## config.mk

```make
export PLATFORM = sky130hd
export DESIGN_NAME = router_pkt_reader
export DESIGN_NICKNAME = d
export VERILOG_FILES = /design/src/rtl/router_pkt_reader_pkg.sv /design/src/rtl/router_pkt_reader.sv
export SDC_FILE = /design/constraint.sdc
export NUM_CORES = 1
export LEC_CHECK = 0
export ABC_CLOCK_PERIOD_IN_PS = 4800
export BUFFER_PORTS_ARGS = -buffer_cell sky130_fd_sc_hd__buf_2
export CELL_PAD_IN_SITES_DETAIL_PLACEMENT = 0
export CELL_PAD_IN_SITES_GLOBAL_PLACEMENT = 1
export CORE_ASPECT_RATIO = 0.75
export CORE_MARGIN = 2
export CORE_UTILIZATION = 48
export CTS_BUF_LIST = sky130_fd_sc_hd__clkbuf_4 sky130_fd_sc_hd__clkbuf_8
export CTS_CLUSTER_DIAMETER = 200
export DETAILED_ROUTE_END_ITERATION = 8
export MAX_ROUTING_LAYER = met4
export PLACE_DENSITY_LB_ADDON = 0.1
export RECOVER_POWER = 100
export SLEW_MARGIN = 20
export SYNTH_ARGS = -nofsm -noshare
export SYNTH_HDL_FRONTEND = slang
export SYNTH_SLANG_ARGS = --single-unit
```

## constraint.sdc

```tcl
create_clock -name clk -period 4.8 [get_ports clk]
set_clock_uncertainty 0.15 [all_clocks]
set_input_delay 0.72 -clock clk [delete_from_list [all_inputs] [get_ports clk]]
set_output_delay 0.72 -clock clk [all_outputs]
set_load 0.05 [all_outputs]
```

## src/rtl/router_pkt_reader_pkg.sv

```systemverilog
`default_nettype none
// ============================================================================
//  Module      : router_pkt_reader_pkg
//  Description : Shared router definitions: header field layout, packet
//                reader state encoding and the synchronizer read window.
//  Revision    : 1.0 - initial release
// ============================================================================
package router_pkt_reader_pkg;

  // Header byte layout: [7:2] payload length, [1:0] destination address
  localparam int LEN_MSB  = 7;
  localparam int LEN_LSB  = 2;
  localparam int ADDR_MSB = 1;
  localparam int ADDR_LSB = 0;
  localparam int LEN_W    = LEN_MSB - LEN_LSB + 1;

  // Cycles a port may sit unread before the synchronizer fires soft_reset
  localparam int SOFT_RESET_WIN = 30;

  typedef enum logic [2:0] {
    IDLE    = 3'd0,
    WAIT    = 3'd1,
    RD_HDR  = 3'd2,
    HDR_CAP = 3'd3,
    RD_BODY = 3'd4,
    DONE    = 3'd5
  } rd_state_t;

  function automatic logic [LEN_W-1:0] hdr_len(input logic [7:0] hdr);
    return hdr[LEN_MSB:LEN_LSB];
  endfunction

  function automatic logic [ADDR_MSB-ADDR_LSB:0] hdr_addr(input logic [7:0] hdr);
    return hdr[ADDR_MSB:ADDR_LSB];
  endfunction

endpackage
`default_nettype wire

```

## src/rtl/router_pkt_reader.sv

```systemverilog
`default_nettype none
// ============================================================================
//  Module      : router_pkt_reader
//  Description : Destination-side reader for one router output port. Pulls
//                header, payload and parity out of the port FIFO, strobes the
//                payload bytes, checks parity and reports completion or a
//                drop when the synchronizer's read window expires.
//  Revision    : 1.0 - initial release
// ============================================================================
module router_pkt_reader
  import router_pkt_reader_pkg::*;
#(
  parameter int DATA_W = 8,
  parameter int DLY_W  = 5
) (
  input  logic              clk,
  input  logic              rst,          // asynchronous, active low
  input  logic              vld_out,
  input  logic [DATA_W-1:0] data_out,
  input  logic              soft_reset,
  input  logic [DLY_W-1:0]  start_delay,
  output logic              read_enb,
  output logic [DATA_W-1:0] pkt_data,
  output logic              pkt_data_valid,
  output logic [LEN_W-1:0]  pkt_len,
  output logic              pkt_done,
  output logic              parity_err,
  output logic              pkt_dropped,
  output logic              busy
);

  localparam logic [LEN_W:0] REM_ONE = (LEN_W+1)'(1);

  rd_state_t         state, state_nxt;
  logic [DLY_W-1:0]  dly_cnt;
  logic              rd_req, rd_req_nxt;
  logic              issued;       // a read was qualified last cycle; data_out is valid now
  logic [LEN_W:0]    rem_cnt, rem_nxt;  // bytes still to capture (payload + parity)
  logic [LEN_W-1:0]  len_q;
  logic [DATA_W-1:0] acc;
  logic              capture;
  logic              abort;

  // The request is registered; flow control and the window kill gate it live.
  assign read_enb = rd_req & vld_out & ~soft_reset;
  // A read issued last cycle is discarded if soft_reset arrives now.
  assign capture  = issued & ~soft_reset;
  // DONE is allowed to complete; everything else between IDLE and DONE drops.
  assign abort    = soft_reset && (state != IDLE) && (state != DONE);

  // State register
  always_ff @(posedge clk or negedge rst) begin
    if (!rst) state <= IDLE;
    else      state <= state_nxt;
  end

  // Next-state logic
  always_comb begin
    state_nxt = state;
    case (state)
      IDLE:    if (vld_out && !soft_reset)
                 state_nxt = (start_delay == '0) ? RD_HDR : WAIT;
      WAIT:    if (dly_cnt <= DLY_W'(1)) state_nxt = RD_HDR;
      RD_HDR:  if (read_enb) state_nxt = HDR_CAP;
      HDR_CAP: state_nxt = RD_BODY;
      RD_BODY: if (capture && rem_cnt == REM_ONE) state_nxt = DONE;
      DONE:    state_nxt = IDLE;
      default: state_nxt = IDLE;
    endcase
    if (abort) state_nxt = IDLE;
  end

  // Remaining-byte count: loaded from the header, stepped down on each capture
  always_comb begin
    rem_nxt = rem_cnt;
    if (state == HDR_CAP)
      rem_nxt = {1'b0, hdr_len(data_out[7:0])} + REM_ONE;
    else if (state == RD_BODY && capture)
      rem_nxt = rem_cnt - REM_ONE;
    if (abort) rem_nxt = '0;
  end

  // Outputs decoded from state, plus the next read request. A read issued this
  // cycle is still in flight, so it counts against the remaining bytes.
  always_comb begin
    busy       = (state != IDLE);
    pkt_done   = (state == DONE);
    rd_req_nxt = 1'b0;
    case (state_nxt)
      RD_HDR:  rd_req_nxt = 1'b1;
      RD_BODY: rd_req_nxt = read_enb ? (rem_nxt > REM_ONE) : (rem_nxt != '0);
      default: rd_req_nxt = 1'b0;
    endcase
  end

  // Datapath: delay counter, capture pipeline, parity accumulator and reports
  always_ff @(posedge clk or negedge rst) begin
    if (!rst) begin
      dly_cnt        <= '0;
      rd_req         <= 1'b0;
      issued         <= 1'b0;
      rem_cnt        <= '0;
      len_q          <= '0;
      acc            <= '0;
      pkt_data       <= '0;
      pkt_data_valid <= 1'b0;
      pkt_len        <= '0;
      parity_err     <= 1'b0;
      pkt_dropped    <= 1'b0;
    end else begin
      rd_req         <= rd_req_nxt;
      issued         <= read_enb;
      rem_cnt        <= rem_nxt;
      pkt_data_valid <= 1'b0;
      pkt_dropped    <= abort;

      if (state == IDLE && state_nxt == WAIT) dly_cnt <= start_delay;
      else if (state == WAIT)                 dly_cnt <= dly_cnt - DLY_W'(1);

      if (abort) begin
        dly_cnt <= '0;
        acc     <= '0;
        len_q   <= '0;
      end else if (state == HDR_CAP && capture) begin
        acc   <= data_out;
        len_q <= hdr_len(data_out[7:0]);
      end else if (state == RD_BODY && capture) begin
        if (rem_cnt > REM_ONE) begin
          pkt_data       <= data_out;
          pkt_data_valid <= 1'b1;
          acc            <= acc ^ data_out;
        end else begin
          pkt_len    <= len_q;
          parity_err <= (acc != data_out);
        end
      end
    end
  end

endmodule
`default_nettype wire

```

==> results of run 1 <==
==> area by class of cell <==
cell class                 count  area (um2)  share of cell area (%)
clock inverter                 2       38.79                   1.364
sequential                    48        1201                   42.23
clock buffer                   6       82.58                   2.904
multi-input combinational    208        1241                   43.64
inverter                       9       33.78                   1.188
tap                           72       90.09                   3.168
timing repair buffer          37       156.4                   5.499
==> critical path, stage by stage, from the launching register on <==
cell      delay (ns)
dfrtp_1         0.64
nor2b_1         0.23
o31a_1          0.14
clkbuf_1        1.03
a221o_1         0.28
o22ai_1         0.10
o41ai_1         0.38
a21oi_1         0.11
==> cell usage in the layout, fill, tap and decap left out, types with 8 or more instances in the layout <==
master | synthesis | layout
nand2_1 | 49 | 49
dfrtp_1 | 48 | 48
nor2_1 | 26 | 26
clkbuf_1 | 12 | 23
a21oi_1 | 20 | 20
nor3_1 | 17 | 17
buf_2 | 2 | 14
xnor2_1 | 10 | 10
inv_1 | 8 | 8
==> logic make-up (layout without fill, tap and decap cells) <==
group	Yosys count	count (layout)	share of synthesized area, %
simple gates	126	126	23.38
xor+xnor	15	15	5.157
buf+inv	25	54	4.125
fa+ha+maj	5	5	2.456
flops	48	48	47.15
compound gates	54	54	14.29
mux	8	8	3.438
==> worst max path at each step <==
stage | end | slack (ns) | depth (start not counted)
global placement | rd_req$_DFF_PN0_ | 1.74 | 7
CTS | acc[4]$_DFFE_PN0P_ | 1.81 | 7
finish | rd_req$_DFF_PN0_ | 1.63 | 7
floorplan | rd_req$_DFF_PN0_ | 1.89 | 8
global route | rd_req$_DFF_PN0_ | 1.37 | 7
detailed placement | rd_req$_DFF_PN0_ | 1.74 | 7
==> stage by stage <==
stage	utilization, %	hold slack, ns	std cells
detailed placement	54.97	0.3146	374
CTS	57.39	0.3369	382
global route	56.77	0.3745	382
finish	56.77	0.3376	382
floorplan	-	0.2744	281
global placement	54.97	0.3143	374
==> power breakdown <==
group          internal (W)  switching, W
sequential         0.000469     0.0000684
clock              0.000170      0.000136
combinational      0.000175      0.000305
total              0.000814      0.000509
==> routing by layer <==
metal / up-vias / routed length (um) / share of wire, % / GRT usage, %
li1: 1046 / - / - / -
met1: 977 / 2985 / 52 / 34.14
met2: 85 / 2344 / 40 / 30.21
met3: 8 / 419 / 7.2 / 3.965
met4: 0 / 48 / 0.83 / 5.114
met5: - / 0 / 0 / -
==> sequential cells by signal, indices dropped and copies added (netlist names) <==
register / flops
acc: 8
pkt_data: 8
rem_cnt: 7
len_q: 6
pkt_len: 6
dly_cnt: 5
state: 3
issued: 1
parity_err: 1
pkt_data_valid: 1
pkt_dropped: 1
rd_req: 1
==> results by group, run 1 <==
Global routing
  – Antenna violations before repair: 0
  – First-pass GRT wire length: 9660 um
  – GR Overflow Total: 0
  – Vias in the first global route: a little under 2000
  – Pin count of the biggest net entering global routing: 49
  – Global Route Usage Sum: around 22%

Place
  – Post-DP HPWL: 4156 um
  – Port-buffer cells: 36
  – Final Wtd Congestion: around 0.87
  – Post-DP Area: ~0.0028 mm2
  – Worst slack at placement: roughly 1.7 ns

Synthesis
  – Top cells by area, synth: dfrtp_1, nand2_1, a21oi_1
  – Register area share after synthesis: between 40 and 50%
  – Synthesized area: about 0.0025 mm2
  – EDFF count, synth: 0
  – Most frequent cell after synthesis: nand2_1
  – Synthesized flop and latch total: 48
  – Async S/R FF share, synth: between 90% and 100%
  – Count of cell types in the netlist: 47
  – Synth warn: 0
  – Area leader, netlist: dfrtp_1
  – Post-synth top area share: 47.15%
  – Syn Area/Cell: roughly 9.1 um2
  – Synthesized Nets: around 300
  – Main synth FF type: dfrtp_1
  – Synth cell count leaders: nand2_1, dfrtp_1, nor2_1
  – Cell count after synthesis: between 200 and 300

Detailed routing
  – 1st-iter DRT viols: 150
  – Pre-antenna DRT Iters: 5
  – Routed Antenna Nets: 0
  – DR WL/cell: roughly 15 um
  – Vias: ~2100
  – Vias per cell: 5.539
  – Final wirelength: ~5800 um
  – Post-route DRC: 0

Setup path
  – Critical path class: reg2reg
  – Reg2reg path depth: 7
  – RR Endpoint: rd_req$_DFF_PN0_
  – Reg2Reg Launch Point: state[2]$_DFF_PN0_
  – Nature of the critical path startpoint: flip-flop
  – CP endpoint kind: flip-flop
  – Largest fanout on the critical path: 30
  – Crit path launch: state[2]$_DFF_PN0_
  – Crit path DAT: ~3.2 ns
  – Critical Path RT: 4.83 ns
  – FF-to-FF setup slack: 1.63 ns

Timing
  – Period minus WS final: 3.166 ns
  – Final hold viol count: 0
  – Sum Neg Setup Slack: 0 ns
  – Tcrit/Tclk final: between 60% and 70%
  – Final setup viols: 0
  – Worst slew pin tran: ~2.5 ns
  – Rel. slew slack: -66.12%
  – Final Worst Setup Slack: roughly 1.6 ns
  – RSZ-0062 raised after global routing: false
  – Max Clk Rate: ~0.32 GHz
  – Pins over their slew limit: 49

Clock tree
  – CTS Sinks: between 40 and 50
  – Total CTS buffers: 5
  – TritonCTS clock tree: built
  – H-tree depth: 2
  – Setup Fix Bufs, Post-CTS: 0
  – Maximum clock path buffer count: 2
  – CTS Hold Bufs: 0
  – Insertion delay to the later sink of the worst-skew pair: about 0.30 ns
  – Post-CTS sizing: 0
  – Clock transition at path regs: roughly 0.090 ns
  – Root cell of the clock tree: clkbuf_8

Worst hold path
  – HP Start: pkt_data[6]$_DFFE_PN0P_
  – Hold Path End: pkt_data[6]$_DFFE_PN0P_
  – Hold Path Cell Cnt: 2
  – HP Class: reg2reg

Cells and area
  – Share of layout cells above drive strength 1: between 10% and 20%
  – Fill count: 485
  – Layout Area Growth over Synthesis: 11.64%
  – Nets: 331
  – Design Area, Final: roughly 0.0028 mm2
  – N_diodes: 0

Power
  – Leakage: between 1 and 1.5 nW
  – Max IR drop VDD: roughly 0.00028 V
  – Power Dens Cells: between 400 and 500 mW/mm2
  – Pwr Total: around 0.0013 W

Floorplan
  – DIE AREA: roughly 0.006 mm2
  – IO Pins: 37
  – Die Y: ~67 um
  – Core area: ~0.0050 mm2
  – Die span in x: between 80 and 90 um
  – Initial core utilization: between 50% and 60%
  – # rows: 22

Flow run
  – Maxcap violations: 1

Outcome
  – Status: finished, violations left
  – Failing checks: max-capacitance violations, max-slew violations
(Power assumes the default switching activity.)
==> run 2, diff against run 1 <==
- ABC_CLOCK_PERIOD_IN_PS: 4800 -> 3100
- CORE_UTILIZATION: 48 -> 45
- clock period: 4.8 -> 3.1 ns (I/O delays scaled with it)
==> results by group, run 2 (same netlist as run 1, synthesis figures left out) <==
Timing
  – Hold slack: approximately 0.27 ns
  – Tcrit/Tclk final: between 80% and 90%
  – Pins over their slew limit: 0
  – Final setup viols: 0
  – Max Clk Rate: approximately 0.36 GHz
  – Rel. slew slack: 12.77%
  – RSZ-0062 raised after global routing: false
  – Worst slew pin tran: roughly 1.3 ns
  – Sum Neg Setup Slack: 0 ns
  – Final hold viol count: 0
  – Period minus WS final: roughly 2.8 ns

Global routing
  – First-pass GRT wire length: between 10000 and 15000 um
  – Pin count of the biggest net entering global routing: 26
  – Vias in the first global route: 2052
  – Global Route Usage Sum: between 20% and 30%
  – Antenna violations before repair: 0
  – GR Overflow Total: 0

Detailed routing
  – Pre-antenna DRT Iters: 4
  – 1st-iter DRT viols: 96
  – Vias: roughly 2100
  – Vias per cell: roughly 5.4
  – Final wirelength: 6097 um
  – Routed Antenna Nets: 0
  – DR WL/cell: 15.55 um
  – Post-route DRC: 0

Setup path
  – Worst setup path end: rd_req$_DFF_PN0_
  – Critical Path RT: 3.13 ns
  – Largest fanout on the critical path: 11
  – Sequence of cells on the critical path: or4b_1, o41a_1, a311oi_2, o32ai_1, o41ai_1, a21oi_1
  – Critical-path top delay cell: or4b_1
  – FF-to-FF setup slack: 0.34 ns
  – Cell count along the critical path: 6
  – Delay-heaviest family, CP: compound AO/OA/AOI/OAI gates
  – Crit path launch: state[1]$_DFF_PN0_
  – CP bufs+invs: 0
  – Critical path class: reg2reg
  – CP max stage delay: 0.58 ns
  – Reg2Reg Launch Point: state[1]$_DFF_PN0_
  – CP endpoint kind: flip-flop
  – Crit path DAT: ~2.8 ns
  – RR Endpoint: rd_req$_DFF_PN0_
  – Reg2reg path depth: 6
  – Nature of the critical path startpoint: flip-flop

Clock tree
  – Total CTS buffers: 5
  – Maximum clock path buffer count: 2
  – CTS Sinks: 48
  – Insertion delay to the later sink of the worst-skew pair: ~0.30 ns
  – Setup Fix Bufs, Post-CTS: 0
  – Root cell of the clock tree: clkbuf_8
  – Post-CTS sizing: 0
  – Clock transition at path regs: roughly 0.090 ns
  – H-tree depth: 2
  – TritonCTS clock tree: built

Floorplan
  – DIE AREA: roughly 0.0063 mm2
  – IO Pins: 37
  – Core area: 0.005410 mm2
  – # rows: 23
  – Die Y: between 60 and 70 um
  – Die span in x: around 91 um
  – Initial core utilization: about 47%

Place
  – Post-DP HPWL: 4367 um
  – Cells after DPL: ~380
  – Port-buffer cells: 36
  – Post-DP Area: between 0.002 and 0.003 mm2
  – Final Wtd Congestion: between 0.8 and 0.9

Cells and area
  – Register Area: approximately 0.0012 mm2
  – Commonest non-fill, non-tap cell in the layout: nand2_1
  – Post-Route Utilization: between 50% and 60%
  – Non-filler cells in the finished layout: between 300 and 400
  – Layout Area Growth over Synthesis: 12.52%
  – Most frequent cells in the layout: nand2_1, dfrtp_1, nor2_1
  – Share of layout cells above drive strength 1: roughly 11%
  – Top Registers: acc (8), pkt_data (8), rem_cnt (7)
  – Nets: roughly 340
  – N_diodes: 0
  – Fill count: 575
  – Multi-input gate area: 0.001241 mm2
  – Design Area, Final: 0.002867 mm2

Power
  – Power Dens Cells: around 700 mW/mm2
  – Leakage: 1.307 nW
  – Max IR drop VDD: 0.0003222 V

Outcome
  – Status: finished, final reports clean

Worst hold path
  – HP Class: in2reg

Flow run
  – Maxcap violations: 0
-- run 2: where the power goes --
group | total [W] | internal, W | switching [W]
registers | 0.000833 | 0.000726 | 0.000107
logic | 0.000755 | 0.000276 | 0.000479
clock network | 0.000402 | 0.000190 | 0.000211
total | 0.00199 | 0.00119 | 0.000797
-- run 2: timing repair --
action | CTS | global route
setup endpoints to repair | 0 | 0
hold buffers | 1 | 0
endpoints found under the hold margin | 1 | 0
-- run 2: worst min-delay path, delay by kind of cell --
kind	cells	cell delay [ns]
buffers and inverters	1	0.10
and+or+nand+nor	2	0.12
-- run 2: layout make-up --
cell class              count  area share, %
clock buffers               7          3.143
clock inverters             1         0.2619
inverters                   9          1.179
multi-input cells         208          43.30
flip-flops and latches     48          41.90
well taps                  75          3.274
repair buffers             44          6.940
-- run 2: worst min path at each step --
stage	from	to	slack (ns)	cells past startpoint
6_report	data_out[1]	pkt_data[1]$_DFFE_PN0P_	0.27	3
5_1_grt	data_out[1]	acc[1]$_DFFE_PN0P_	0.30	3
4_1_cts	data_out[1]	pkt_data[1]$_DFFE_PN0P_	0.27	3
3_5_place_dp	pkt_data[0]$_DFFE_PN0P_	pkt_data[0]$_DFFE_PN0P_	0.31	2
3_3_place_gp	pkt_data[3]$_DFFE_PN0P_	pkt_data[3]$_DFFE_PN0P_	0.30	2
2_1_floorplan	rst	acc[0]$_DFFE_PN0P_	0.02	0
-- run 2: metrics by stage --
stage | power (W) | setup WS, ns
2_1_floorplan | 0.001416 | 0.4417
3_3_place_gp | 0.001612 | 0.4337
3_5_place_dp | 0.001605 | 0.2982
4_1_cts | 0.002009 | 0.3654
5_1_grt | 0.002136 | 0.1391
6_report | 0.001990 | 0.3382
-- run 2: metal layers --
| layer | vias to the layer above | track usage [%] | routed length (um) |
|---|---|---|---|
| met5 | - | - | 0 |
| met4 | 0 | 4.209 | 46 |
| met3 | 7 | 3.607 | 323 |
| met2 | 46 | 28.94 | 2498 |
| met1 | 1022 | 32.32 | 3229 |
| li1 | 1059 | - | - |
==> run 3, diff against run 2 <==
- CELL_PAD_IN_SITES_DETAIL_PLACEMENT: 0 -> 1
- CELL_PAD_IN_SITES_GLOBAL_PLACEMENT: 1 -> 2
- CORE_UTILIZATION: 45 -> 36
==> results by group, run 3 (same netlist as run 1, synthesis figures left out) <==
Outcome
  – Status: finished, final reports clean

Cells and area
  – Top Registers: acc (8), pkt_data (8), rem_cnt (7)
  – Non-filler cells in the finished layout: approximately 400
  – N_diodes: 0
  – Nets: 339
  – Most frequent cells in the layout: nand2_1, dfrtp_1, nor2_1
  – Commonest non-fill, non-tap cell in the layout: nand2_1
  – Share of layout cells above drive strength 1: between 10% and 20%
  – Layout Area Growth over Synthesis: 12.97%
  – Fill count: between 800 and 900

Detailed routing
  – Vias per cell: 5.271
  – Post-route DRC: 0
  – Routed Antenna Nets: 0
  – Vias: 2119
  – Pre-antenna DRT Iters: 4
  – 1st-iter DRT viols: 58
  – DR WL/cell: roughly 17 um
  – Final wirelength: between 6000 and 7000 um

Clock tree
  – Insertion delay to the later sink of the worst-skew pair: approximately 0.31 ns
  – Total CTS buffers: 5
  – Clock transition at path regs: roughly 0.09 ns
  – Root cell of the clock tree: clkbuf_8
  – Maximum clock path buffer count: 2
  – CTS Hold Bufs: 0
  – CTS Sinks: 48
  – Setup Fix Bufs, Post-CTS: 0
  – H-tree depth: 2
  – TritonCTS clock tree: built
  – Post-CTS sizing: 0

Power
  – Power Dens Cells: 695.6 mW/mm2
  – Leakage: 1.309 nW
  – Max IR drop VDD: 0.0002784 V
  – Pwr Total: roughly 0.002 W

Setup path
  – CP endpoint kind: flip-flop
  – Critical path class: reg2reg
  – RR Endpoint: rd_req$_DFF_PN0_
  – Crit path launch: state[1]$_DFF_PN0_
  – Nature of the critical path startpoint: flip-flop
  – Largest fanout on the critical path: 11
  – Reg2Reg Launch Point: state[1]$_DFF_PN0_
  – Reg2reg path depth: 7
  – Worst setup path end: rd_req$_DFF_PN0_
  – FF-to-FF setup slack: 0.35 ns
  – Crit path DAT: around 2.8 ns
  – Critical Path RT: between 3 and 4 ns

Timing
  – Max Clk Rate: 0.3632 GHz
  – Pins over their slew limit: 0
  – RSZ-0062 raised after global routing: false
  – Final hold viol count: 0
  – Final setup viols: 0
  – Period minus WS final: ~2.8 ns
  – Tcrit/Tclk final: 88.82%
  – Worst slew pin tran: between 1 and 1.5 ns
  – Sum Neg Setup Slack: 0 ns
  – Rel. slew slack: around 20%

Floorplan
  – Initial core utilization: 37.29%
  – DIE AREA: 0.007772 mm2
  – Die span in x: around 100 um
  – IO Pins: 37
  – Core area: approximately 0.007 mm2
  – # rows: 26
  – Die Y: about 77 um

Worst hold path
  – HP Start: data_out[1]
  – HP Class: in2reg

Place
  – Port-buffer cells: 36
  – Cells after DPL: 394
  – Final Wtd Congestion: 0.7728
  – Post-DP HPWL: between 4000 and 5000 um

Global routing
  – Antenna violations before repair: 0
  – First-pass GRT wire length: ~11000 um
  – Global Route Usage Sum: roughly 19%
  – Pin count of the biggest net entering global routing: approximately 50
  – Vias in the first global route: ~2100
  – GR Overflow Total: 0

Flow run
  – Maxcap violations: 0
## run 3: worst max-delay path, stage by stage, from the launching register on
cell and delay, ns:
dfrtp_1 0.50, or4b_1 0.58, clkbuf_1 0.19, nor4_1 0.36
mux2i_1 0.30, o32ai_1 0.13, o41ai_1 0.30, a21oi_1 0.12
## run 3: final cells by class
class | count | area [um2] | share of cell area (%)
Inverter | 9 | 33.78 | 1.174
Multi-Input combinational cell | 208 | 1235 | 42.91
Sequential cell | 48 | 1201 | 41.74
Clock buffer | 6 | 82.58 | 2.870
Tap cell | 84 | 105.1 | 3.652
Timing Repair Buffer | 45 | 205.2 | 7.130
Clock inverter | 2 | 15.01 | 0.5217
## run 3: power by group
group          internal [W]  switching (W)
Sequential         0.000726       0.000108
Clock              0.000181       0.000223
Combinational      0.000277       0.000488
## run 3: layer usage
metal  vias to the layer above  routed length (um)  GRT usage [%]
li1                       1052                   -              -
met1                      1030                3794          30.60
met2                        29                2696          25.63
met3                         8                 190          3.099
met4                         0                  74          4.865
met5                         -                   0              -
## run 3: how the worst min path moves through the flow
stage | endpoint | cells past startpoint
finish | pkt_data[1]$_DFFE_PN0P_ | 3
global route | acc[0]$_DFFE_PN0P_ | 3
CTS | dly_cnt[4]$_DFFE_PN0P_ | 2
detailed placement | pkt_data[3]$_DFFE_PN0P_ | 2
global placement | pkt_data[3]$_DFFE_PN0P_ | 2
floorplan | acc[0]$_DFFE_PN0P_ | 0
## run 3: metrics by stage
step | utilization, % | hold slack (ns) | instance area [um2] | worst slack, ns
after detailed placement | 41.41 | 0.3086 | 2829 | 0.3512
final | 42.12 | 0.2740 | 2878 | 0.3465
after floorplan | - | 0.01941 | 2547 | 0.4417
after global placement | 41.41 | 0.3037 | 2829 | 0.4393
after CTS | 42.84 | 0.1172 | 2927 | 0.4020
after global routing | 42.12 | 0.2772 | 2878 | 0.1240
